$ cat src/rtl/sisa_pkg.sv
// Shared definitions for the SISA program loader: memory geometry and the
// loader FSM state encoding.
package sisa_pkg;

    localparam int PROG_DEPTH = 16;
    localparam int INSTR_W    = 8;

    typedef enum logic [2:0] {
        ST_IDLE = 3'd0,
        ST_LEN  = 3'd1,
        ST_DATA = 3'd2,
        ST_CSUM = 3'd3,
        ST_DONE = 3'd4,
        ST_ERR  = 3'd5
    } loader_state_e;

endpackage

$ cat src/rtl/program_ram.sv
// Program storage: synchronous write, asynchronous read, synchronous
// active-low clear of every entry.
module program_ram
    import sisa_pkg::*;
#(
    parameter int DEPTH = PROG_DEPTH,
    parameter int WIDTH = INSTR_W,
    parameter int AW    = $clog2(DEPTH)
) (
    input  logic             clk,
    input  logic             clr_n,
    input  logic             we,
    input  logic [AW-1:0]    waddr,
    input  logic [WIDTH-1:0] wdata,
    input  logic [AW-1:0]    raddr,
    output logic [WIDTH-1:0] rdata
);

    logic [WIDTH-1:0] mem [DEPTH];

    // Clear all entries on reset, otherwise write one entry when enabled.
    always_ff @(posedge clk) begin
        if (!clr_n) begin
            for (int i = 0; i < DEPTH; i++) begin
                mem[i] <= '0;
            end
        end else if (we) begin
            mem[waddr] <= wdata;
        end
    end

    assign rdata = mem[raddr];

endmodule

$ cat src/rtl/program_loader.sv
// Program loader: receives a frame (length, L instruction bytes, checksum)
// over a valid/ready byte stream, writes it into program RAM and releases
// the CPU only once a frame has passed its checksum.
//
// Handshake: a byte moves only on a cycle where in_valid=1 and in_ready=1.
// in_ready is decoded from the registered state alone (LEN, DATA, CSUM) and
// never looks at in_valid, so the source may hold or drop in_valid freely.
module program_loader
    import sisa_pkg::*;
#(
    parameter int DEPTH = PROG_DEPTH,
    parameter int WIDTH = INSTR_W
) (
    input  logic                     clk,
    input  logic                     reset,
    input  logic                     start,
    input  logic                     in_valid,
    input  logic [WIDTH-1:0]         in_data,
    output logic                     in_ready,
    input  logic [$clog2(DEPTH)-1:0] rd_addr,
    output logic [WIDTH-1:0]         rd_instr,
    output logic                     cpu_hold,
    output logic                     load_done,
    output logic                     load_error,
    output loader_state_e            dbg_state
);

    localparam int               AW      = $clog2(DEPTH);
    localparam logic [WIDTH-1:0] DEPTH_W = WIDTH'(DEPTH);
    localparam logic [WIDTH-1:0] ONE_W   = WIDTH'(1);

    loader_state_e    state_q, state_d;
    logic [WIDTH-1:0] len_q;
    logic [WIDTH-1:0] cnt_q;
    logic [WIDTH-1:0] sum_q;

    logic xfer;
    logic start_go;
    logic len_ld;
    logic data_wr;

    assign xfer = in_valid && in_ready;

    // State register; reset abandons any frame in progress.
    always_ff @(posedge clk) begin
        if (!reset) begin
            state_q <= ST_IDLE;
        end else begin
            state_q <= state_d;
        end
    end

    // Next-state decode and per-state strobes.
    always_comb begin
        state_d  = state_q;
        in_ready = 1'b0;
        start_go = 1'b0;
        len_ld   = 1'b0;
        data_wr  = 1'b0;
        unique case (state_q)
            ST_IDLE, ST_DONE, ST_ERR: begin
                if (start) begin
                    start_go = 1'b1;
                    state_d  = ST_LEN;
                end
            end
            ST_LEN: begin
                in_ready = 1'b1;
                if (in_valid) begin
                    if (in_data != '0 && in_data <= DEPTH_W) begin
                        len_ld  = 1'b1;
                        state_d = ST_DATA;
                    end else begin
                        state_d = ST_ERR;
                    end
                end
            end
            ST_DATA: begin
                in_ready = 1'b1;
                if (in_valid) begin
                    data_wr = 1'b1;
                    if (cnt_q == len_q - ONE_W) begin
                        state_d = ST_CSUM;
                    end
                end
            end
            ST_CSUM: begin
                in_ready = 1'b1;
                if (in_valid) begin
                    state_d = (in_data == sum_q) ? ST_DONE : ST_ERR;
                end
            end
            default: begin
                state_d = ST_IDLE;
            end
        endcase
    end

    // Frame datapath: length, write pointer and running checksum.
    always_ff @(posedge clk) begin
        if (!reset) begin
            len_q <= '0;
            cnt_q <= '0;
            sum_q <= '0;
        end else if (start_go) begin
            cnt_q <= '0;
            sum_q <= '0;
        end else if (len_ld) begin
            len_q <= in_data;
        end else if (data_wr) begin
            cnt_q <= cnt_q + ONE_W;
            sum_q <= sum_q + in_data;
        end
    end

    program_ram #(
        .DEPTH (DEPTH),
        .WIDTH (WIDTH),
        .AW    (AW)
    ) u_ram (
        .clk   (clk),
        .clr_n (reset),
        .we    (data_wr && xfer),
        .waddr (cnt_q[AW-1:0]),
        .wdata (in_data),
        .raddr (rd_addr),
        .rdata (rd_instr)
    );

    assign cpu_hold   = (state_q != ST_DONE);
    assign load_done  = (state_q == ST_DONE);
    assign load_error = (state_q == ST_ERR);
    assign dbg_state  = state_q;

endmodule

$ cat config.mk
export PLATFORM = sky130hd
export DESIGN_NAME = program_loader
export DESIGN_NICKNAME = d
export VERILOG_FILES = /design/src/rtl/sisa_pkg.sv /design/src/rtl/program_ram.sv /design/src/rtl/program_loader.sv
export SDC_FILE = /design/constraint.sdc
export NUM_CORES = 1
export LEC_CHECK = 0
export CAP_MARGIN = 20
export CORE_UTILIZATION = 30
export CTS_BUF_LIST = sky130_fd_sc_hd__clkbuf_2 sky130_fd_sc_hd__clkbuf_4 sky130_fd_sc_hd__clkbuf_8
export DETAILED_ROUTE_END_ITERATION = 16
export MAX_ROUTING_LAYER = met4
export SLEW_MARGIN = 20
export SYNTH_ARGS = -nofsm -noshare
export SYNTH_HDL_FRONTEND = slang
export SYNTH_SLANG_ARGS = --single-unit
$ cat constraint.sdc
create_clock -name clk -period 2.33 [get_ports clk]
set_input_delay 0.466 -clock clk [delete_from_list [all_inputs] [get_ports clk]]
set_output_delay 0.466 -clock clk [all_outputs]
set_load 0.02 [all_outputs]
==> qor.yml <==
timing:
  finalWorstSetupSlack_ns: -0.189
  clock.fmax_mhz: 397
  period_needed_ns: 2.52
  setup_viol: 8
  fin_skew_ns: 0.0145
  relSlewSlack: 0.627
  finalHoldViolCount: 0
  tightest_slew_ns: 0.559
  rsz0062_at_grt: "true"
  setup-tns-final_ns: -1.35
  final-max-slew-violation-count: 0
  period_share: 1.08
critical_path:
  rrSetupSlack_ns: 0.28
  endpoint_kind: "output pin"
  cp.required_ns: 1.86
  reg2regPathDepth: 9
  cp_max_fo: 1
  r2r_start: "dbg_state[2]$_SDFFE_PN0P_"
  cp.arrival_ns: 2.05
  r2r-end: "u_ram.mem[11][2]$_SDFFCE_PN0P_"
  critPathLaunchType: "flop"
  crit_type: "flop to output pin"
hold_path:
  holdCritStartpoint: "sum_q[5]$_SDFFE_PP0P_"
  hp-class: "flop to flop"
  min_path_cells: 2
  hold_end: "sum_q[5]$_SDFFE_PP0P_"
clock_network:
  clk_latency_ns: 0.45
  numCtsBuffers: 17
  cts_tree: "yes"
  clockBufferDepth: 2
  htreeDepth: 4
  root_buffer: "clkbuf_8"
  cts.sinks: 155
  cts_hold_buf: 0
  clkSlewWorstSetupHoldPaths_ns: 0.10
  post_cts_buffers: 0
power_and_ir_drop:
  powerDensity_nw_per_um2: 640
  p_leak_uw: 0.00346
  irDropWorstVdd_v: 0.000344
synthesis:
  synth_edf_count: 128
  ys_ff_latch: 155
  yosys_warnings: 0
  syn-num-nets: 613
  syn_avg_cell_area_um2: 13.3
  syn_inst: 584
  syn-cell-area_um2: 7740
  async_flop_share: 0
  synthFlopType: "edfxtp_1"
  yosysSeqAreaShare: 0.567
  synth_cell_type_count: 56
layout:
  synthToLayoutAreaGrowth_pct: 20.5
  layout.cells.non_filler: 1013
  drive_above_1_share: 0.246
  diodes: 0
  fin_util: 0.369
  finalNetCount: 700
  stdcell_area_um2: 9320
placed_design:
  post-place-cells: 981
  port_buffers: 30
  hpwlAfterDp_um: 14700
  place_area_um2: 8930
  gp_congestion: 0.881
grt:
  grt_first_pass_wirelength_um: 30400
  antenna_found_initial: 0
  grt_overflow_total: 0
  grt_max_degree: 20
  grt_usage: 0.167
  grt_pass1_vias: 4819
floorplan:
  design.die.area_um2: 26400
  fp-row-count: 58
  ios: 31
  start_util: 0.306
  die_w_um: 163
  die_h_um: 163
  core_um2: 25300
routing:
  drt_iter0_drc: 403
  routed_wl_um: 20300
  post_drt_via_cell_ratio: 4.88
  wl_per_cell_um: 20.0
  antenna_left: 0
  num_vias: 4945
  drcViolationCount: 0
  firstDrtPassIters: 5
run:
  cap_viol_max_count: 0
status:
  status: "finished with violations"
  failed_checks: "setup timing"
per-stage QoR:
step | power (µW) | setup WS (ns) | hold WS, ns
floorplan | 3510 | -0.0446 | 0.436
global route | 6160 | -0.246 | 0.502
CTS | 6000 | -0.205 | 0.467
global placement | 3820 | -0.696 | 0.443
finish | 5960 | -0.189 | 0.466
detailed placement | 3830 | -0.721 | 0.454
worst max-delay path, stage by stage, from the launching register on:
cell and delay (ns):
edfxtp_1 0.46, mux4_2 0.50, mux4_2 0.50, buf_6 0.15
state kept, by name, summed over array words and instances, names as in the netlist:
name       cells
u_ram.mem    128
cnt_q          8
len_q          8
sum_q          8
dbg_state      3
cells by family after synthesis:
family,count (synthesis),synth area share
and+or+nand+nor,250,0.184
DFF,155,0.567
buffers and inverters,54,0.0335
AOI/OAI and AO/OA,47,0.0380
muxes,41,0.129
adders and majority gates,13,0.0220
xor gates and xnor gates,24,0.0272
layer usage:
layer | GRT usage | up-vias | part of all wire | wire length, µm
met2 | 0.266 | 169 | 0.49 | 9910
met4 | 0.0561 | 0 | 0.022 | 454
met3 | 0.0395 | 23 | 0.069 | 1400
met5 | - | - | 0 | 0
li1 | - | 2307 | - | -
met1 | 0.208 | 2446 | 0.42 | 8540
cell usage in the layout (no fill, tap or decap), types with 8 or more instances in the layout:
cell type / count
a21oi_1: 9
and2_1: 112
buf_12: 8
buf_4: 71
buf_6: 8
clkbuf_8: 17
clkdlybuf4s50_1: 16
dfxtp_1: 26
edfxtp_1: 128
ha_1: 12
inv_1: 11
mux4_2: 33
nand2_1: 28
nand3_1: 18
nor2_1: 32
nor3_1: 18
nor4_1: 8
o21ai_0: 16
xnor2_1: 10
xor2_1: 14
power breakdown:
group          switching (µW)  internal (µW)
logic                     322            308
registers                69.3           3080
clock network            1100           1080
total                    1490           4470
repair_timing:
| action | CTS | global route |
|---|---|---|
| pin swaps | 0 | 0 |
| gates resized for setup | 70 | 3 |
| endpoints found under the setup margin | 11 | 9 |
| gates cloned | 1 | 0 |
cell usage after synthesis, drive strengths merged (2+ instances only):
library cell    n  share of area
mux4           40           0.13
dfxtp          27          0.070
nor4            9         0.0081
ha             12          0.019
clkbuf         28          0.014
nand3          18          0.012
nor2           34          0.018
a21boi          7         0.0068
nand2b          5         0.0040
nand4           4         0.0032
nand2          29          0.014
a21oi          10         0.0070
edfxtp        128           0.50
inv            11         0.0053
nor2b           3         0.0024
or3             2         0.0016
xor2           14          0.016
buf            14          0.014
a21o            2         0.0019
xnor2          10          0.011
nor3           23          0.018
and2          112          0.091
a31oi           2         0.0016
o21ai          17          0.011
and3            5         0.0040
cell type report:
type,instances,area [µm²]
clock buffers,17,234
clock inverters,14,184
fillers,2433,15900
inverters,12,45.0
multi-input cells,375,3030
flip-flops and latches,155,4390
well taps,330,413
repair buffers,110,1030
how the worst max path moves through the flow:
stage / startpoint / endpoint
2_1_floorplan: dbg_state[2]$_SDFFE_PN0P_ / u_ram.mem[1][0]$_SDFFCE_PN0P_
3_3_place_gp: rd_addr[1] / rd_instr[1]
3_5_place_dp: rd_addr[1] / rd_instr[1]
4_1_cts: u_ram.mem[11][6]$_SDFFCE_PN0P_ / rd_instr[6]
5_1_grt: u_ram.mem[11][0]$_SDFFCE_PN0P_ / rd_instr[0]
6_report: u_ram.mem[11][6]$_SDFFCE_PN0P_ / rd_instr[6]
Note: power is estimated with default switching activity, not from simulation.
